==> src/rtl/ebpc_pkg.sv <==
`default_nettype none
// ============================================================================
// Module      : ebpc_pkg
// Description : Shared types for the zero run-length encoder: FSM state enum,
//               output code struct and code-building helpers.
// Revision    : 1.0 - initial release
// ============================================================================
package ebpc_pkg;

    // Struct fields are sized for the widest supported configuration
    // (DATA_W, RUN_W <= 31); the encoder exposes only the low CODE_W/LEN_W bits.
    localparam int unsigned ZRLE_CODE_W_MAX = 32;
    localparam int unsigned ZRLE_LEN_W_MAX  = 6;

    typedef enum logic [1:0] {
        ST_IDLE  = 2'd0,
        ST_RUN   = 2'd1,
        ST_SPLIT = 2'd2
    } zrle_state_t;

    typedef struct packed {
        logic [ZRLE_CODE_W_MAX-1:0] code;
        logic [ZRLE_LEN_W_MAX-1:0]  len;
        logic                       last;
    } zrle_out_t;

    function automatic zrle_out_t zrle_value_code(
        input logic [ZRLE_CODE_W_MAX-1:0] value,
        input int unsigned                data_w,
        input logic                       last
    );
        zrle_out_t                  r;
        logic [ZRLE_CODE_W_MAX-1:0] one;
        one    = {{(ZRLE_CODE_W_MAX-1){1'b0}}, 1'b1};
        r.code = value | (one << data_w);
        r.len  = ZRLE_LEN_W_MAX'(data_w + 1);
        r.last = last;
        return r;
    endfunction

    // run_m1 is the run length minus one; the leading '0' flag is implicit.
    function automatic zrle_out_t zrle_run_code(
        input logic [ZRLE_CODE_W_MAX-1:0] run_m1,
        input int unsigned                run_w,
        input logic                       last
    );
        zrle_out_t r;
        r.code = run_m1;
        r.len  = ZRLE_LEN_W_MAX'(run_w + 1);
        r.last = last;
        return r;
    endfunction

endpackage
`default_nettype wire

==> src/rtl/zrle_encoder_if.sv <==
`default_nettype none
// ============================================================================
// Module      : zrle_encoder_if
// Description : Symbol-in / code-out handshake bundle of the ZRLE encoder.
// Revision    : 1.0 - initial release
// ============================================================================
interface zrle_encoder_if #(
    parameter int unsigned DATA_W = 8,
    parameter int unsigned RUN_W  = 4
);
    localparam int unsigned CODE_W = ((DATA_W > RUN_W) ? DATA_W : RUN_W) + 1;
    localparam int unsigned LEN_W  = $clog2(CODE_W + 1);

    logic [DATA_W-1:0] data_i;
    logic              last_i;
    logic              vld_i;
    logic              rdy_o;
    logic [CODE_W-1:0] code_o;
    logic [LEN_W-1:0]  len_o;
    logic              last_o;
    logic              vld_o;
    logic              rdy_i;

    modport master (
        output data_i, last_i, vld_i, rdy_i,
        input  rdy_o, code_o, len_o, last_o, vld_o
    );

    modport slave (
        input  data_i, last_i, vld_i, rdy_i,
        output rdy_o, code_o, len_o, last_o, vld_o
    );
endinterface
`default_nettype wire

==> src/rtl/fifo_slice.sv <==
`default_nettype none
// ============================================================================
// Module      : fifo_slice
// Description : Single-entry registered valid/ready slot; accepts a new item
//               in the same cycle the held one drains.
// Revision    : 1.0 - initial release
// ============================================================================
module fifo_slice #(
    parameter type T = logic
) (
    input  logic clk_i,
    input  logic rst_ni,
    input  logic valid_i,
    input  T     data_i,
    output logic ready_o,
    output logic valid_o,
    output T     data_o,
    input  logic ready_i
);
    logic r_valid;
    T     r_data;

    assign ready_o = !r_valid || ready_i;
    assign valid_o = r_valid;
    assign data_o  = r_data;

    always_ff @(posedge clk_i or negedge rst_ni) begin
        if (!rst_ni) begin
            r_valid <= 1'b0;
            r_data  <= '0;
        end else if (valid_i && ready_o) begin
            r_valid <= 1'b1;
            r_data  <= data_i;
        end else if (ready_i) begin
            r_valid <= 1'b0;
        end
    end
endmodule
`default_nettype wire

==> src/rtl/zrle_encoder.sv <==
`default_nettype none
// ============================================================================
// Module      : zrle_encoder
// Description : Zero run-length encoder; nonzero symbols become {1,v}, zero
//               runs become {0,n-1}, delivered through a one-entry output slot.
// Revision    : 1.0 - initial release
// ============================================================================
module zrle_encoder
    import ebpc_pkg::*;
#(
    parameter int unsigned DATA_W = 8,
    parameter int unsigned RUN_W  = 4
) (
    input  logic           clk_i,
    input  logic           rst_ni,
    zrle_encoder_if.slave  bus
);
    localparam int unsigned CODE_W  = ((DATA_W > RUN_W) ? DATA_W : RUN_W) + 1;
    localparam int unsigned LEN_W   = $clog2(CODE_W + 1);
    localparam int unsigned MAX_RUN = 2 ** RUN_W;

    zrle_state_t       r_state;
    logic [RUN_W-1:0]  r_cnt;
    logic [DATA_W-1:0] r_pend_data;
    logic              r_pend_last;

    logic      w_out_free;
    logic      w_accept;
    logic      w_zero;
    logic      w_run_full;
    logic      w_emit;
    zrle_out_t w_emit_code;
    logic      w_slot_vld;
    zrle_out_t w_slot;

    logic [RUN_W:0]                w_cnt_inc;
    logic [ZRLE_CODE_W_MAX-1:0]    w_data_ext;
    logic [ZRLE_CODE_W_MAX-1:0]    w_pend_ext;
    logic [ZRLE_CODE_W_MAX-1:0]    w_cnt_ext;
    logic [ZRLE_CODE_W_MAX-1:0]    w_cnt_dec_ext;

    assign bus.rdy_o = w_out_free && (r_state != ST_SPLIT);
    assign w_accept  = bus.vld_i && bus.rdy_o;
    assign w_zero    = (bus.data_i == '0);

    assign w_cnt_inc     = {1'b0, r_cnt} + {{RUN_W{1'b0}}, 1'b1};
    assign w_run_full    = (w_cnt_inc == (RUN_W+1)'(MAX_RUN));
    assign w_data_ext    = ZRLE_CODE_W_MAX'(bus.data_i);
    assign w_pend_ext    = ZRLE_CODE_W_MAX'(r_pend_data);
    assign w_cnt_ext     = ZRLE_CODE_W_MAX'(r_cnt);
    assign w_cnt_dec_ext = ZRLE_CODE_W_MAX'(r_cnt - RUN_W'(1));

    // A run of n is coded as n-1, so run(cnt+1) carries r_cnt directly.
    always_comb begin
        w_emit      = 1'b0;
        w_emit_code = '0;
        case (r_state)
            ST_IDLE: begin
                if (w_accept) begin
                    if (!w_zero) begin
                        w_emit      = 1'b1;
                        w_emit_code = zrle_value_code(w_data_ext, DATA_W, bus.last_i);
                    end else if (bus.last_i) begin
                        w_emit      = 1'b1;
                        w_emit_code = zrle_run_code('0, RUN_W, 1'b1);
                    end
                end
            end
            ST_RUN: begin
                if (w_accept) begin
                    if (!w_zero) begin
                        w_emit      = 1'b1;
                        w_emit_code = zrle_run_code(w_cnt_dec_ext, RUN_W, 1'b0);
                    end else if (w_run_full || bus.last_i) begin
                        w_emit      = 1'b1;
                        w_emit_code = zrle_run_code(w_cnt_ext, RUN_W, bus.last_i);
                    end
                end
            end
            ST_SPLIT: begin
                if (w_out_free) begin
                    w_emit      = 1'b1;
                    w_emit_code = zrle_value_code(w_pend_ext, DATA_W, r_pend_last);
                end
            end
            default: ;
        endcase
    end

    always_ff @(posedge clk_i or negedge rst_ni) begin
        if (!rst_ni) begin
            r_state     <= ST_IDLE;
            r_cnt       <= '0;
            r_pend_data <= '0;
            r_pend_last <= 1'b0;
        end else begin
            case (r_state)
                ST_IDLE: begin
                    if (w_accept && w_zero && !bus.last_i) begin
                        r_cnt   <= RUN_W'(1);
                        r_state <= ST_RUN;
                    end
                end
                ST_RUN: begin
                    if (w_accept) begin
                        if (!w_zero) begin
                            r_pend_data <= bus.data_i;
                            r_pend_last <= bus.last_i;
                            r_cnt       <= '0;
                            r_state     <= ST_SPLIT;
                        end else if (w_run_full || bus.last_i) begin
                            r_cnt   <= '0;
                            r_state <= ST_IDLE;
                        end else begin
                            r_cnt <= w_cnt_inc[RUN_W-1:0];
                        end
                    end
                end
                ST_SPLIT: begin
                    if (w_out_free) begin
                        r_state <= ST_IDLE;
                    end
                end
                default: r_state <= ST_IDLE;
            endcase
        end
    end

    fifo_slice #(
        .T (zrle_out_t)
    ) u_slot (
        .clk_i   (clk_i),
        .rst_ni  (rst_ni),
        .valid_i (w_emit),
        .data_i  (w_emit_code),
        .ready_o (w_out_free),
        .valid_o (w_slot_vld),
        .data_o  (w_slot),
        .ready_i (bus.rdy_i)
    );

    assign bus.vld_o  = w_slot_vld;
    assign bus.code_o = w_slot.code[CODE_W-1:0];
    assign bus.len_o  = w_slot.len[LEN_W-1:0];
    assign bus.last_o = w_slot.last;

    // Upper struct bits are always zero for this configuration.
    generate
        if (CODE_W < ZRLE_CODE_W_MAX) begin : g_code_pad
            logic w_unused_code;
            assign w_unused_code = ^w_slot.code[ZRLE_CODE_W_MAX-1:CODE_W];
        end
        if (LEN_W < ZRLE_LEN_W_MAX) begin : g_len_pad
            logic w_unused_len;
            assign w_unused_len = ^w_slot.len[ZRLE_LEN_W_MAX-1:LEN_W];
        end
    endgenerate
endmodule
`default_nettype wire

==> src/flat_wrapper.sv <==
// flat-port wrapper written by rule: the top's interface ports become plain ports
module zrle_encoder_flat import ebpc_pkg::*;
#(
    parameter int unsigned DATA_W = 8,
    parameter int unsigned RUN_W  = 4
)
  (clk_i, rst_ni, bus_data_i, bus_last_i, bus_vld_i, bus_rdy_i, bus_rdy_o, bus_code_o, bus_len_o, bus_last_o, bus_vld_o);
  zrle_encoder_if #(.DATA_W(DATA_W), .RUN_W(RUN_W)) bus_i ();
  input  logic clk_i;
  input  logic rst_ni;
  input wire logic [$bits(bus_i.data_i)-1:0] bus_data_i;
  input wire logic [$bits(bus_i.last_i)-1:0] bus_last_i;
  input wire logic [$bits(bus_i.vld_i)-1:0] bus_vld_i;
  input wire logic [$bits(bus_i.rdy_i)-1:0] bus_rdy_i;
  output wire logic [$bits(bus_i.rdy_o)-1:0] bus_rdy_o;
  output wire logic [$bits(bus_i.code_o)-1:0] bus_code_o;
  output wire logic [$bits(bus_i.len_o)-1:0] bus_len_o;
  output wire logic [$bits(bus_i.last_o)-1:0] bus_last_o;
  output wire logic [$bits(bus_i.vld_o)-1:0] bus_vld_o;
  assign bus_i.data_i = bus_data_i;
  assign bus_i.last_i = bus_last_i;
  assign bus_i.vld_i = bus_vld_i;
  assign bus_i.rdy_i = bus_rdy_i;
  assign bus_rdy_o = bus_i.rdy_o;
  assign bus_code_o = bus_i.code_o;
  assign bus_len_o = bus_i.len_o;
  assign bus_last_o = bus_i.last_o;
  assign bus_vld_o = bus_i.vld_o;
  zrle_encoder #(.DATA_W(DATA_W), .RUN_W(RUN_W)) u_core (.clk_i(clk_i), .rst_ni(rst_ni), .bus(bus_i));
endmodule
==> config.mk <==
export PLATFORM = sky130hd
export DESIGN_NAME = zrle_encoder_flat
export DESIGN_NICKNAME = d
export VERILOG_FILES = /design/src/rtl/ebpc_pkg.sv /design/src/rtl/zrle_encoder_if.sv /design/src/rtl/fifo_slice.sv /design/src/rtl/zrle_encoder.sv /design/src/flat_wrapper.sv
export SDC_FILE = /design/constraint.sdc
export NUM_CORES = 1
export LEC_CHECK = 0
export BUFFER_PORTS_ARGS = -buffer_cell sky130_fd_sc_hd__clkbuf_2
export CORE_ASPECT_RATIO = 2
export CORE_UTILIZATION = 45
export DETAILED_ROUTE_END_ITERATION = 7
export PLACE_DENSITY = 0.67
export SKIP_LAST_GASP = 1
export SYNTH_ARGS = -nofsm -noshare
export SYNTH_HDL_FRONTEND = slang
export SYNTH_SLANG_ARGS = --single-unit
==> constraint.sdc <==
create_clock -name clk_i -period 2.5 [get_ports clk_i]
set_clock_uncertainty 0.15 [all_clocks]
set_input_delay 0.5 -clock clk_i [delete_from_list [all_inputs] [get_ports clk_i]]
set_output_delay 0.5 -clock clk_i [all_outputs]
set_load 0.1 [all_outputs]
==> metrics.md <==
| Metric | Value |
|---|---|
| # DRC | `0` |
| Critical Path Start | `u_core.u_slot.valid_o` |
| Share of cells above drive strength 1 | `0.283` |
| CTS Root Cell | `clkbuf_8` |
| Critical path data required time | `1.85 ns` |
| Worst r2r dst | `u_core.u_slot.data_o[7]` |
| Crit. End Element | `output pin` |
| Max FO, Critical Path | `5` |
| Worst-path cell chain | `nor2b_1 > buf_4 > a21oi_4 > clkbuf_2` |
| Total track usage | `0.216` |
| Clock power frac | `0.292` |
| Reg2reg start | `u_core.r_state[1]` |
| Number of flops mapped to enable cells by yosys | `0` |
| Drt via density | `5.94` |
| Post-Route WL | `3.25 mm` |
| Crit-path slowest cell | `clkbuf_2` |
| Site row count | `29` |
| Crit path launch type | `register` |
| Drt pass-1 iters | `6` |
| FILL cells | `300` |
| Largest net degree at the start of global routing | `30` |
| Via Count | `1171` |
| Setup violations, final | `0` |
| Worst hold path class | `input pin to asynchronous set/reset pin` |
| Reg2Reg Setup Slack | `0.46 ns` |
| Post-cts resize count | `0` |
| PwrDens | `722 nW/µm²` |
| Synth-to-Final Area Change | `17.1%` |
| Ys flop type | `dfrtp_1` |
| R2r worst-path depth | `6` |
| Inserted Diodes | `0` |
| Net count, final | `180` |
| Global-route wire length before repair | `5.84 mm` |
| Sw power | `0.480 mW` |
| Final GP Congestion | `0.855` |
| Met1 usage | `0.240` |
| Final hold vios | `0` |
| Initial drt markers | `59` |
| Comb power frac | `0.278` |
| Slew Limit Fails | `0` |
| Sw frac | `0.383` |
| Clock-pin slew on the worst setup and hold paths | `0.06 ns` |
| Max Cap Viol | `0` |
| Final period utilization | `0.895` |
| Minimum clock period after layout | `2.24 ns` |
| Count of cell types in the netlist | `39` |
| Avg Synthesized Cell Area | `11.2 µm²` |
| Crit path capture | `bus_rdy_o` |
| Clk buf depth | `2` |
| Yosys warnings | `0` |
| Status | `complete, no violations` |
| Worst skew pair latency | `0.28 ns` |
| M2 GR Usage | `0.386` |
| Post-Route Setup TNS | `0 ns` |
| Kind of cell adding the most delay to the critical path | `buffers and inverters` |
| IO Pins | `29` |
| Die height | `83.2 µm` |
| Worst-margin pin slew | `0.721 ns` |
| Placed Area | `1660 µm²` |
| Final Cell Area | `1740 µm²` |
| Total Power | `1.25 mW` |
| DP HPWL | `2.51 mm` |
| Top cells by area, synth | `dfrtp_1 49%, mux2_1 7.6%, nor4_4 2.9%` |
| Worst path depth | `4` |
| Routed length per instance | `16.5 µm` |
| Hold buffers post-CTS | `0` |
| Cell taking the most area after synthesis | `dfrtp_1` |
| Synth top area share | `0.489` |
| CTS Buf Count | `5` |
| Mapped Nets | `148` |
| Synthesized cell area | `1480 µm²` |
| ANT nets after route | `0` |
| Clock sink count | `29` |
| WHS | `0.115 ns` |
| Max Fclk | `447 MHz` |
| Met3 Usage GRT | `0.0413` |
| Most frequent cell after synthesis | `dfrtp_1` |
| Post-synthesis register bit count | `29` |
| Unrepaired setup endpoints after global routing | `no` |
| Die W | `42.6 µm` |
| H-Tree Depth | `2` |
| IO Port Bufs | `27` |
| Non-filler cells, final | `197` |
| Sequential-to-total area share from yosys stat | `0.489` |
| Initial Utilization | `0.470` |
| Setup WS pre-CTS | `0.255 ns` |
| Worst Path Arrival | `1.59 ns` |
| Placed insts | `189` |
| VDD IR max | `499 µV` |
| List of most frequent post-synthesis cells | `29 x dfrtp_1, 10 x mux2_1, 10 x nand2_1` |
| Critical path's largest stage delay | `0.47 ns` |
| CP Buf/Inv Count | `2` |
| Busiest grt layer | `met2` |
| Final Util | `0.551` |
| Static Leak | `0.815 nW` |
| TritonCTS clock tree | `built` |
| Overflow after GRT | `0` |
| Vias in the first global route | `1211` |
| Cell internal pwr | `0.774 mW` |
| Kind of critical path | `register to output pin` |
| Post-CTS setup buffer count | `0` |
| Slew margin rel. | `0.519` |
| Setup ws final | `0.263 ns` |
| Asr flop ratio synth | `1.00` |
| Initial antenna violation count | `0` |
| Post-Syn Instances | `133` |
| Core area | `3160 µm²` |
| Sequential share of power | `0.431` |
| Die footprint | `3550 µm²` |
cell usage in the layout, fill, tap and decap left out, drive strengths merged:
cell type and n:
clkbuf 33, dfrtp 29, nand2 10, mux2 10
nor2 9, o21ai 7, nand3 6, a21oi 6
nand2b 5, inv 5, nor3 5, a22oi 4
a21o 3, a22o 3, o211ai 3, a222oi 3
buf 3, nor2b 2, nor4 2, or3 2
a221o 2, ha 2, clkinv 2, a221oi 1
and2 1, o211a 1, nand3b 1, a32o 1
o41ai 1, o22ai 1, a31oi 1, a211oi 1
conb 1
worst reg2reg max path, cell delays in order (launching register included):
cell and delay [ns]:
dfrtp_1 0.44, nand2b_1 0.21, nor3_1 0.43, a221oi_4 0.17, buf_4 0.21, a222oi_1 0.21, o21ai_1 0.11
how the worst min path moves through the flow:
stage,from,end,cells past startpoint
detailed placement,u_core.u_slot.data_o[1],u_core.u_slot.data_o[1],1
CTS,rst_ni,u_core.u_slot.data_o[14],1
floorplan,rst_ni,u_core.r_cnt[0],0
global placement,u_core.u_slot.data_o[1],u_core.u_slot.data_o[1],1
global route,rst_ni,u_core.u_slot.data_o[14],1
finish,rst_ni,u_core.r_pend_data[7],1
kinds of logic (layout without fill, tap and decap cells):
group,Yosys count,in the layout,synth area share
multiplexers,10,10,0.0759
buffers and inverters,10,43,0.0371
adder cells (fa/ha/maj),2,2,0.0169
AO/OA/AOI/OAI,38,38,0.196
other,1,1,0.00253
AND/OR/NAND/NOR,43,43,0.182
flip-flops,29,29,0.489
power groups by stage:
| stage | Combinational, mW | Clock, mW | Sequential (mW) |
|---|---|---|---|
| floorplan | 0.0944 | 0 | 0.727 |
| global placement | 0.347 | 0 | 0.547 |
| detailed placement | 0.351 | 0 | 0.549 |
| CTS | 0.351 | 0.374 | 0.540 |
| global route | 0.367 | 0.399 | 0.546 |
| finish | 0.348 | 0.366 | 0.540 |
cell type report:
type	count	area [µm²]	area share
sequential	29	726	0.418
clock inverter	2	10.0	0.00576
inverter	5	18.8	0.0108
multi-input combinational	94	714	0.411
tap	31	38.8	0.0223
timing repair buffer	30	158	0.0907
clock buffer	6	72.6	0.0418
state kept, by name (all words and copies together), names as in the netlist:
register / flops
u_core.r_cnt: 4
u_core.r_pend_data: 8
u_core.r_pend_last: 1
u_core.r_state: 2
u_core.u_slot.data_o: 13
u_core.u_slot.valid_o: 1
metal layers:
| layer | vias to the layer above | share of wire | wire length, µm |
|---|---|---|---|
| li1 | 557 | - | - |
| met1 | 578 | 0.38 | 1220 |
| met2 | 31 | 0.57 | 1840 |
| met3 | 5 | 0.039 | 128 |
| met4 | 0 | 0.019 | 63 |
| met5 | - | 0 | 0 |
No activity file was read; power rests on OpenSTA's default activity.
